File: config.mk
export PLATFORM = sky130hd
export DESIGN_NAME = time_display
export DESIGN_NICKNAME = d
export VERILOG_FILES = /design/src/rtl/time_display_pkg.sv /design/src/rtl/time_display_scan_tick.sv /design/src/rtl/time_display.sv
export SDC_FILE = /design/constraint.sdc
export NUM_CORES = 1
export LEC_CHECK = 0
export ABC_AREA = 1
export CAP_MARGIN = 10
export CORE_UTILIZATION = 34
export DETAILED_ROUTE_END_ITERATION = 8
export GPL_TIMING_DRIVEN = 0
export PLACE_DENSITY = 0.5
export SYNTH_ARGS = -nofsm -noshare
export SYNTH_HDL_FRONTEND = slang
export SYNTH_SLANG_ARGS = --single-unit
File: constraint.sdc
create_clock -name clk -period 2.4 [get_ports clk]
set_input_delay 0.48 -clock clk [delete_from_list [all_inputs] [get_ports clk]]
set_output_delay 0.48 -clock clk [all_outputs]
set_load 0.05 [all_outputs]
File: src/rtl/time_display_pkg.sv
// Shared definitions for the time_display block.
//   - 7-segment digit table (active-low, bit7 = dp, bits6..0 = g..a),
//     dash and blank patterns
//   - conversion FSM state enumeration
//   - digit slot indices and field limits
//   - slot_seg(): turns a stored digit code into a segment pattern
package time_display_pkg;

  typedef enum logic [2:0] {
    IDLE,
    CONV_S,
    CONV_M,
    CONV_H,
    COMMIT
  } conv_state_t;

  localparam logic [7:0] SEG_TABLE [10] = '{
    8'hC0, 8'hF9, 8'hA4, 8'hB0, 8'h99,
    8'h92, 8'h82, 8'hF8, 8'h80, 8'h90
  };
  localparam logic [7:0] SEG_DASH  = 8'hBF;
  localparam logic [7:0] SEG_BLANK = 8'hFF;

  // Digit slot indices; an[i] enables slot i.
  localparam logic [2:0] IDX_SEC_ONES  = 3'd0;
  localparam logic [2:0] IDX_SEC_TENS  = 3'd1;
  localparam logic [2:0] IDX_MIN_ONES  = 3'd2;
  localparam logic [2:0] IDX_MIN_TENS  = 3'd3;
  localparam logic [2:0] IDX_HOUR_ONES = 3'd4;
  localparam logic [2:0] IDX_HOUR_TENS = 3'd5;
  localparam logic [2:0] IDX_LAST      = IDX_HOUR_TENS;

  localparam logic [5:0] HOUR_MAX = 6'd23;
  localparam logic [5:0] MS_MAX   = 6'd59;

  // Stored digit code for an out-of-range field.
  localparam logic [3:0] CODE_DASH = 4'd10;

  // Digits get the decimal point when dp is set; the dash never does.
  function automatic logic [7:0] slot_seg(input logic [3:0] code, input logic dp);
    if (code > 4'd9) return SEG_DASH;
    return SEG_TABLE[code] & {~dp, 7'h7F};
  endfunction

endpackage

File: src/rtl/time_display_scan_tick.sv
// scan_tick: free-running divider producing a one-cycle tick every
// SCAN_DIV clk cycles.
//   clk  : system clock
//   rst  : synchronous active-high reset (counter to 0)
//   tick : high for the one cycle in which the counter sits at SCAN_DIV-1
module scan_tick #(
  parameter int SCAN_DIV = 200000
) (
  input  logic clk,
  input  logic rst,
  output logic tick
);

  localparam int CW = $clog2(SCAN_DIV);
  localparam logic [CW-1:0] LAST = CW'(SCAN_DIV - 1);

  logic [CW-1:0] cnt;

  // NOTE: sequential state is written with non-blocking assignments only, so
  // every register samples pre-edge values regardless of block ordering.
  always_ff @(posedge clk) begin
    if (rst)               cnt <= '0;
    else if (cnt == LAST)  cnt <= '0;
    else                   cnt <= cnt + 1'b1;
  end

  assign tick = (cnt == LAST);

endmodule

File: src/rtl/time_display.sv
// time_display: six-digit multiplexed HH.MM.SS driver for a common-anode
// 7-segment display.
//   clk, rst            : clock, synchronous active-high reset
//   hour/minute/second  : binary time, snapshotted once per full scan
//   seg[7:0]            : active-low segments (bit7 = dp)
//   an[7:0]             : active-low digit enables, an[7:6] held high
// The binary fields are converted to BCD by repeated subtract-10 in a small
// FSM; results only reach the display registers in COMMIT.
// Optional feature: define TIME_DISPLAY_BLANK_EN to blank a leading zero in
// the hour-tens slot.
module time_display
  import time_display_pkg::*;
#(
  parameter int SCAN_DIV = 200000
) (
  input  logic       clk,
  input  logic       rst,
  input  logic [5:0] hour,
  input  logic [5:0] minute,
  input  logic [5:0] second,
  output logic [7:0] seg,
  output logic [7:0] an
);

  logic tick;

  scan_tick #(.SCAN_DIV(SCAN_DIV)) u_scan_tick (
    .clk  (clk),
    .rst  (rst),
    .tick (tick)
  );

  // ---------------- scan index ----------------
  logic [2:0] idx, idx_nxt;
  logic       wrap;

  // NOTE: combinational blocks assign every output a default first so no
  // path through the block can leave a latch behind.
  always_comb begin
    idx_nxt = idx;
    if (tick) idx_nxt = (idx == IDX_LAST) ? 3'd0 : idx + 3'd1;
  end

  assign wrap = tick && (idx == IDX_LAST);

  // ---------------- conversion ----------------
  conv_state_t state, next_state;
  logic [5:0]  snap_h, snap_m, snap_s;
  logic [5:0]  rem;
  logic [3:0]  tens;
  logic [3:0]  pend [6];
  logic [3:0]  disp [6];

  logic [5:0]  field_snap, field_lim, next_val;
  logic [2:0]  field_base;
  logic        field_bad;

  // Which field the current CONV_x state works on, and what comes next.
  always_comb begin
    field_snap = snap_s;
    field_lim  = MS_MAX;
    field_base = IDX_SEC_ONES;
    next_val   = snap_m;
    next_state = CONV_M;
    case (state)
      CONV_M: begin
        field_snap = snap_m;
        field_base = IDX_MIN_ONES;
        next_val   = snap_h;
        next_state = CONV_H;
      end
      CONV_H: begin
        field_snap = snap_h;
        field_lim  = HOUR_MAX;
        field_base = IDX_HOUR_ONES;
        next_val   = '0;
        next_state = COMMIT;
      end
      default: ;
    endcase
  end

  assign field_bad = (field_snap > field_lim);

  always_ff @(posedge clk) begin
    if (rst) begin
      state  <= IDLE;
      snap_h <= '0;
      snap_m <= '0;
      snap_s <= '0;
      rem    <= '0;
      tens   <= '0;
      // NOTE: these six-entry arrays are plain flops, not RAM, so clearing
      // them in reset is cheap and guarantees a defined "00.00.00" display.
      for (int i = 0; i < 6; i++) begin
        pend[i] <= '0;
        disp[i] <= '0;
      end
    end else begin
      case (state)
        IDLE: begin
          if (wrap) begin
            snap_h <= hour;
            snap_m <= minute;
            snap_s <= second;
            rem    <= second;
            tens   <= '0;
            state  <= CONV_S;
          end
        end
        CONV_S, CONV_M, CONV_H: begin
          if (rem >= 6'd10) begin
            rem  <= rem - 6'd10;
            tens <= tens + 4'd1;
          end else begin
            pend[field_base]        <= field_bad ? CODE_DASH : rem[3:0];
            pend[field_base + 3'd1] <= field_bad ? CODE_DASH : tens;
            rem   <= next_val;
            tens  <= '0;
            state <= next_state;
          end
        end
        COMMIT: begin
          // All six digits move together so a half-converted time never shows.
          disp  <= pend;
          state <= IDLE;
        end
        default: state <= IDLE;
      endcase
    end
  end

  // ---------------- output registers ----------------
  // an and seg are both derived from idx_nxt in the same cycle, so they
  // always refer to the same slot.
  logic [3:0] slot_code;
  logic [7:0] seg_nxt;

  always_comb begin
    slot_code = disp[idx_nxt];
    seg_nxt   = slot_seg(slot_code,
                         (idx_nxt == IDX_MIN_ONES) || (idx_nxt == IDX_HOUR_ONES));
`ifdef TIME_DISPLAY_BLANK_EN
    if ((idx_nxt == IDX_HOUR_TENS) && (slot_code == 4'd0)) seg_nxt = SEG_BLANK;
`endif
  end

  always_ff @(posedge clk) begin
    if (rst) begin
      idx <= '0;
      an  <= 8'hFE;
      seg <= SEG_TABLE[0];
    end else begin
      idx <= idx_nxt;
      an  <= ~(8'd1 << idx_nxt);
      seg <= seg_nxt;
    end
  end

endmodule

== After elaboration in Yosys (flattened, before gate mapping) ==
Memory sizes are Yosys's and may differ from the RTL's.
Index checks and enable logic that the tools add are counted.

* $add $sub $neg: 5
* Multiply operators: 0
* Div/mod/pow operators: 0
* $lt $le $gt $ge: 9
* Eq/ne operators: 10
* Shifts and indexed selects: 1
* Multiplexer cells: 32
* Bitwise gates (word level): 8
* Reductions and logical operators: 12

{| class="wikitable"
|+ Operators by type and width
! kind !! count
|-
| $bwmux 24 || 2
|-
| $pmux 6 s2 || 3
|-
| $mux 4 || 8
|-
| $mux 8 || 4
|-
| $demux 4 s3 || 2
|-
| $add 18x1->18 const B || 1
|-
| $eq 18x18->1 const B || 1
|-
| $mux 6 || 3
|-
| $pmux 3 s2 || 3
|-
| $bmux 4 s3 || 1
|-
| $ge 4x4->1 const B || 3
|-
| $mux 3 || 4
|-
| $not 3->4 || 3
|-
| $eq 3x2->1 const B || 3
|-
| $eq 3x3->1 const B || 3
|-
| $and 8x8->8 || 1
|-
| $lt 4x1->1 const B || 2
|-
| $not 8->8 || 1
|-
| $pmux 4 s2 || 1
|-
| $reduce_and 2->1 || 4
|-
| $shl 1x3->8 const A || 1
|-
| $add 3x1->3 const B || 2
|-
| $ge 6x4->1 const B || 1
|-
| $gt 6x6->1 || 1
|-
| 15 further kinds || 19
|}

* Register bits: 116
* Bits in latches: 0
* Bits in writable memories: 0
* Bits in read-only memories: 128
* Input bits: 20
* Output and inout port bits: 16
* Word-level logic and storage cells: 100
* Memories kept: 1

{| class="wikitable"
|+ Memories
! name !! words !! width !! rd ports !! clocked after memory_dff !! write ports !! RTL line !! text
|-
| (no name shown) || 16 || 8 || 1 || 0 || 0 || time_display_pkg.sv:42 || <nowiki>return SEG_TABLE[code] & {~dp, 7'h7F};</nowiki>
|}

== Logic depth before layout (Yosys ltp) ==
Gate-level depths: netlist of run 1.

* Word-level depth: 13
* Depth in mapped cells: 20
* Gate-level depth less buffers: 19

== Hierarchy ==
A second synthesis of run 1 with hierarchy kept.

* Cells, all modules: 758
* Area total of the unflattened synthesis: 5413.9 um^2

{| class="wikitable"
|+ Modules (own cells, without submodules)
! module !! times used !! cells an instance !! area an instance (um^2)
|-
| time_display || 1 || 610 || 4411.7
|-
| scan_tick || 1 || 148 || 1002.2
|}

== Least setup slack after synthesis of run 1 ==
OpenSTA, ideal clock, no wires.

* Path kind: register to register
* From: reg u_scan_tick.cnt[0]
* To: reg seg[4]
* Library setup time: 56 ps
* Data arrival time: 2392 ps
* Data required time: 2344 ps
* Slack: -48 ps
* Stages on the path, launching flop included: 19
* Buffers on the path: 1
* Period minus slack after synthesis: 2448 ps
* Cells stage by stage: dfxtp_1 -> ha_1 -> nand3_2 -> nor2_4 -> nand3_2 -> nand2_4 -> nand2_4 -> buf_6 -> nor2_2 -> a22oi_2 -> nand2_1 -> nand2_2 -> ha_1 -> or2_2 -> nand3_2 -> nand2_4 -> nand3_1 -> nand2_1 -> inv_1

* Word-level cells in the longest chain between the ends: 12
* Elaborated cells between the ends (all ways): 14

{| class="wikitable"
|+ RTL lines
! element !! RTL line !! text
|-
| start, declared || time_display_scan_tick.sv:17 || <nowiki>logic [CW-1:0] cnt;</nowiki>
|-
| start signal, assigned || time_display_scan_tick.sv:24 || <nowiki>else cnt <= cnt + 1'b1;</nowiki>
|-
| $eq 18x18->1 * || time_display_scan_tick.sv:27 || <nowiki>assign tick = (cnt == LAST);</nowiki>
|-
| $mux 3 * || time_display.sv:41 || <nowiki>if (tick) idx_nxt = (idx == IDX_LAST) ? 3'd0 : idx + 3'd1;</nowiki>
|-
| $not 3->4 (implied by the code) * || time_display.sv:140 || <nowiki>slot_code = disp[idx_nxt];</nowiki>
|-
| $bmux 4 s3 * || time_display.sv:140 ||
|-
| $mux 4 (implied by the code) * (2 in series) || time_display.sv:140 ||
|-
| $not 4->5 (implied by the code) || time_display_pkg.sv:42 ||
|-
| $mem_v2 16x8 || - ||
|-
| $mux 8 (implied by the code) (2 in series) || time_display_pkg.sv:42 ||
|-
| $and 8x8->8 || time_display_pkg.sv:42 ||
|-
| $mux 8 * || time_display_pkg.sv:42 ||
|-
| end signal, assigned || time_display.sv:152 || <nowiki>seg <= SEG_TABLE[0];</nowiki>
|-
| end signal, assigned || time_display.sv:156 || <nowiki>seg <= seg_nxt;</nowiki>
|-
| end, declared || time_display.sv:21 || <nowiki>output logic [7:0] seg,</nowiki>
|}

Every way passes the cells marked *; elsewhere a longest branch is shown, timed or not. The select of a mux whose other input is x is not followed.
A chain may end at the register's enable or synchronous reset.

== Worst setup path after layout of run 1 ==
* From: reg u_scan_tick.cnt[1]
* To: reg seg[4]

Same word-level chain as after synthesis.

==> impl_metrics.toml, run 1 <==
[pwr]
p_leak_uw = 0.00280
power.density_nw_per_um2 = 889
switching_share = 0.304
power_frac_comb = 0.213
p_clk_frac = 0.413
peakVddDrop_mv = 0.530
pwr-share-seq = 0.373
power.net_switching_uw = 1870
finalPower_uw = 6150
p_int_uw = 4280

[outcome]
violations = "setup timing"
status = "complete, but fails checks"

[timing]
timing.hold.ws_ns = 0.468
worstMarginPinSlew_ns = 0.747
relSlewSlack = 0.502
setup_slack_ns = -0.0622
min_period_over_period = 1.03
fin_skew_ns = 0.00944
hold_viol = 0
report.final.slew_viol_count = 0
period_needed_ns = 2.46
rsz0062_at_grt = "true"
max_freq_mhz = 406
setup_viol = 6

[yosys]
syn_nets = 728
yosys_warnings = 0
synth-seq-cells = 116
avgSynthCellArea_sq_um = 7.49
ys_top_cells_by_area = "dfxtp_1, nor2_1, o21ai_0, nand2_1, inv_1"
seq_area_frac_synth = 0.445
synth_top_cell_area_share = 0.445
synth_enable_flop_cells = 0
syn_area_sq_um = 5220
syn_inst = 696
synth_cell_types = 44
synth_top_cell_by_area = "dfxtp_1"
synth_ff_type = "dfxtp_1"
async_flop_share = 0

[clock_tree]
cts.clk_slew.worst_paths_ns = 0.05
clkSinkCount = 116
hold_buffers = 0
cts_tree = "yes"
cts_buffer_depth = 2
root_buffer = "clkbuf_16"
htreeDepth = 4
clk_latency_ns = 0.42
cts_buffers = 17

[floorplan]
io_pins = 36
die_h_microns = 126
die_x_microns = 126
dieArea_sq_um = 15800
core_sq_um = 14800
rows = 44
initial_core_util = 0.354

[global_route]
grtUsageTotal = 0.183
antenna_found_initial = 0
grt_pass1_wl_microns = 22500
grt_max_degree = 17
overflow = 0
grt_pass1_vias = 4580

[placement]
pre_cts_ws_ns = -0.329
dp.cells = 915
dp_hpwl_microns = 9570
gp_congestion = 0.851
io_buffers = 35

[setup_path]
crit_type = "reg -> reg"
cp-end-kind = "flop"
start_kind = "flop"
worst_ep_arrival_time_ns = 2.82
reg2reg_depth = 18
cp_max_fo = 7
required_ns = 2.76

[finish]
nFillCells = 1487
register_area_sq_um = 2340
fin_nets = 812
drive_gt1_frac = 0.188
multi_input_area_sq_um = 2720
diodes = 0
syn2layout_area_growth_pct = 32.5
finish.utilization = 0.468
stdcell_count = 977

[detailed_routing]
vias = 4735
ant_nets = 0
wirelength_microns = 13400
drc = 0
routed_via_density = 4.85
drtPass1Iterations = 4
drt_iter0_drc = 202
wire_per_inst_microns = 13.7

[worst_hold_path]
hold_path.class = "reg -> reg"
hold_depth = 2

[run]
cap_violations = 0
per-layer routing:
metal  GRT usage  share of wire
met1       0.212           0.45
met2       0.315           0.50
met3      0.0459          0.034
met4      0.0921          0.025
met5           0              0
cell usage after synthesis (all sizes together), types with 4 or more instances:
master	instances
a21oi	44
a31oi	4
buf	10
clkbuf	14
dfxtp	116
ha	12
inv	72
nand2	106
nand3	55
nand4	5
nor2	121
nor3	8
nor3b	6
o21ai	85
o21bai	11
o22ai	4
xor2	5
power by group through the flow:
stage / Combinational, uW / Sequential (uW) / Clock [uW]
global route: 1490 / 2320 / 2690
global placement: 1230 / 2320 / 0
floorplan: 919 / 2290 / 0
detailed placement: 1250 / 2330 / 0
CTS: 1280 / 2290 / 2590
finish: 1310 / 2300 / 2540
kinds of logic (layout without fill, tap and decap cells):
logic type / after synthesis / count (layout) / synth area share
buffers and inverters: 97 / 194 / 0.0768
adder cells (fa/ha/maj): 12 / 12 / 0.0288
XOR/XNOR: 8 / 8 / 0.0134
flip-flops: 116 / 116 / 0.445
AND/OR/NAND/NOR: 306 / 306 / 0.268
AO/OA/AOI/OAI: 157 / 157 / 0.168
registers in the layout (all words and copies together) (netlist names):
signal and count:
disp 24, pend 24, u_scan_tick.cnt 18, an 8, seg 8, rem 6
snap_h 6, snap_m 6, snap_s 6, tens 4, idx 3, state 3
per-stage QoR:
stage	area, sq um	setup TNS [ns]
2_1_floorplan	5230	0
3_3_place_gp	5810	-6.57
3_5_place_dp	5810	-7.06
4_1_cts	6800	-0.279
5_1_grt	6910	-1.18
6_report	6910	-0.298
final cells by class:
type	count	area share
repair buffers	65	0.0891
multi-input cells	483	0.394
inverters	73	0.0407
clock buffers	21	0.0666
plain buffers	24	0.0188
flip-flops and latches	116	0.339
well taps	184	0.0333
clock inverters	11	0.0192
placed cells by master, fill, tap and decap left out, drive strengths merged:
| cell | instances |
|---|---|
| a221oi | 2 |
| a211oi | 2 |
| o211ai | 1 |
| xor2 | 5 |
| nor2 | 121 |
| nand2 | 106 |
| clkinvlp | 1 |
| xnor2 | 3 |
| buf | 40 |
| nor4 | 1 |
| a22o | 1 |
| a22oi | 1 |
| clkinv | 8 |
| o22ai | 4 |
| or2 | 3 |
| a32oi | 1 |
| nand3 | 55 |
| o21ai | 85 |
| a31oi | 4 |
| nand4 | 5 |
| clkbuf | 35 |
| a21oi | 44 |
| inv | 72 |
| o221ai | 1 |
| nor3 | 8 |
| bufinv | 3 |
| o21bai | 11 |
| dfxtp | 116 |
| ha | 12 |
| clkdlybuf4s50 | 35 |
| nor3b | 6 |
| nand3b | 1 |
worst max-delay path, cell delays in order (launching register included):
cell	delay, ns
dfxtp_4	0.36
ha_4	0.15
nand3_4	0.13
nor2_4	0.17
nand3_4	0.09
nand2_4	0.13
nand2_8	0.08
buf_8	0.15
nor2_4	0.11
a22oi_2	0.08
nand2_2	0.09
nand2_4	0.09
ha_4	0.17
or2_4	0.25
nand3_4	0.11
nand2_8	0.08
nand3_2	0.07
nand2_1	0.04
inv_1	0.04
repair_timing:
item	in CTS	in global routing
pin swaps	23	19
cloned	1	0
setup buffers	25	4
endpoints found under the setup margin	32	32
resized for setup	49	21
worst paths after layout:
path	start	to	slack, ns
max reg2reg	u_scan_tick.cnt[1]$_SDFF_PP0_	seg[4]$_SDFF_PP0_	-0.06
min reg2reg	pend[1]$_SDFFE_PP0P_	disp[1]$_SDFFE_PP0N_	0.47
min	pend[1]$_SDFFE_PP0P_	disp[1]$_SDFFE_PP0N_	0.47
max	u_scan_tick.cnt[1]$_SDFF_PP0_	seg[4]$_SDFF_PP0_	-0.06
No activity file was read; power rests on OpenSTA's default activity.
==> run 2: changes to the inputs <==
--- a/config.mk
+++ b/config.mk
@@ -10,7 +10,7 @@
 export CORE_UTILIZATION = 34
 export DETAILED_ROUTE_END_ITERATION = 8
 export GPL_TIMING_DRIVEN = 0
-export PLACE_DENSITY = 0.5
+export PLACE_DENSITY = 0.48
 export SYNTH_ARGS = -nofsm -noshare
 export SYNTH_HDL_FRONTEND = slang
 export SYNTH_SLANG_ARGS = --single-unit
==> constraint.sdc (replaced) <==
create_clock -name clk -period 2.92 [get_ports clk]
set_input_delay 0.584 -clock clk [delete_from_list [all_inputs] [get_ports clk]]
set_output_delay 0.584 -clock clk [all_outputs]
set_load 0.05 [all_outputs]
==> impl_metrics.toml, run 2 (same netlist as run 1, synthesis figures left out) <==
[outcome]
status = "complete, no violations"

[floorplan]
core_sq_um = 14800
die_x_microns = 126
dieArea_sq_um = 15800
io_pins = 36
initial_core_util = 0.354
die_h_microns = 126
rows = 44

[timing]
worstMarginPinSlew_ns = 0.618
setup_viol = 0
min_period_over_period = 0.932
hold_viol = 0
report.final.slew_viol_count = 0
fin_skew_ns = 0.00852
max_freq_mhz = 368
period_needed_ns = 2.72
relSlewSlack = 0.588

[pwr]
switching_share = 0.310
power.density_nw_per_um2 = 745
finalPower_uw = 4760
power.net_switching_uw = 1480
pwr-share-seq = 0.395
p_clk_frac = 0.388
peakVddDrop_mv = 0.440
p_leak_uw = 0.00262
power_frac_comb = 0.217
p_int_uw = 3280

[finish]
diodes = 0
fin_nets = 784
final_common_cell = "nor2_1"
final_cell_area_sq_um = 6390
reg.largest.list = "disp (24), pend (24), u_scan_tick.cnt (18)"
finish.utilization = 0.433
syn2layout_area_growth_pct = 22.4
drive_gt1_frac = 0.103
mostFrequentLayoutCells = "nor2_1, dfxtp_1, nand2_1"

[setup_path]
worst_ep_arrival_time_ns = 3.05
cp-end-kind = "flop"
critPathSlowestCell = "dfxtp_1"
required_ns = 3.25
start_kind = "flop"
crit_type = "reg -> reg"
cpPeakStageDelay_ns = 0.35
crit_chain = "ha_2 -> nand3_4 -> nor2_4 -> nand3_4 -> nand2_8 -> buf_6 -> nand2_2 -> nand3_1 -> nand3_1 -> nand2_2 -> inv_1 -> ha_1 -> or2_2 -> nand3_2 -> nand2_4 -> a21oi_1"
cp_max_fo = 10

[global_route]
antenna_found_initial = 0
grtUsageTotal = 0.175
grt_max_degree = 17
grt_pass1_vias = 4501
grt_pass1_wl_microns = 21700
overflow = 0

[detailed_routing]
vias = 4546
wirelength_microns = 12900
drc = 0
wire_per_inst_microns = 13.6
drtPass1Iterations = 4
drt_iter0_drc = 193
routed_via_density = 4.80
ant_nets = 0

[run]
cap_violations = 0

[clock_tree]
cts.clk_slew.worst_paths_ns = 0.05
clkSinkCount = 116
cts_buffer_depth = 2
htreeDepth = 4
cts_buffers = 17
root_buffer = "clkbuf_16"
cts_tree = "yes"
clk_latency_ns = 0.42

[placement]
gp_congestion = 0.854
io_buffers = 35
place_area_sq_um = 5800
dp_hpwl_microns = 9760

[worst_hold_path]
hold_path.class = "reg -> reg"
## run 2: routing by layer
metal,track usage,part of all wire
met3,0.0455,0.035
met2,0.310,0.48
met5,0,0
met4,0.0787,0.019
met1,0.198,0.46
## run 2: worst max-delay path: cells and delay by family (launching register included)
family / cells / cell delay (ns)
AOI/OAI and AO/OA: 1 / 0.15
adders and majority gates: 2 / 0.43
buffers and inverters: 2 / 0.26
DFF: 1 / 0.35
and+or+nand+nor: 11 / 1.43
## run 2: worst paths after layout
kind,cells past startpoint,slack (ns),end,start
setup / recovery,16,0.20,seg[2]$_SDFF_PP0_,u_scan_tick.cnt[0]$_SDFF_PP0_
hold / removal,1,0.46,u_scan_tick.cnt[0]$_SDFF_PP0_,u_scan_tick.cnt[0]$_SDFF_PP0_
setup reg to reg,16,0.20,seg[2]$_SDFF_PP0_,u_scan_tick.cnt[0]$_SDFF_PP0_
hold reg to reg,1,0.46,u_scan_tick.cnt[0]$_SDFF_PP0_,u_scan_tick.cnt[0]$_SDFF_PP0_
## run 2: power groups by stage
stage	combinational (uW)	sequential (uW)	clock, uW
finish	1030	1880	1850
detailed placement	1030	1910	0
global placement	1010	1910	0
floorplan	755	1880	0
global route	1190	1900	1960
CTS	1040	1880	1880
## run 2: metrics by stage
step	cells	TNS (ns)	hold WS (ns)	worst slack [ns]
after floorplan	696	0	0.418	0.472
after global placement	915	0	0.430	0.154
after detailed placement	915	0	0.453	0.106
after CTS	946	0	0.461	0.0822
after global routing	948	-0.0129	0.488	-0.0120
final	948	0	0.457	0.200
## run 2: repair_timing
item / CTS / global route
setup buffers: 0 / 2
hold buffers: 0 / 0
setup endpoints to repair: 0 / 12
resized for setup: 0 / 12
## run 2: final cells by class
cell class                      count  area [sq um]
Timing Repair Buffer               37           365
Buffer                             24           126
Inverter                           73           274
Tap cell                          184           230
Sequential cell                   116          2330
Clock buffer                       26           499
Clock inverter                      5          25.0
Multi-Input combinational cell    483          2540
Fill cell                        1543          8370
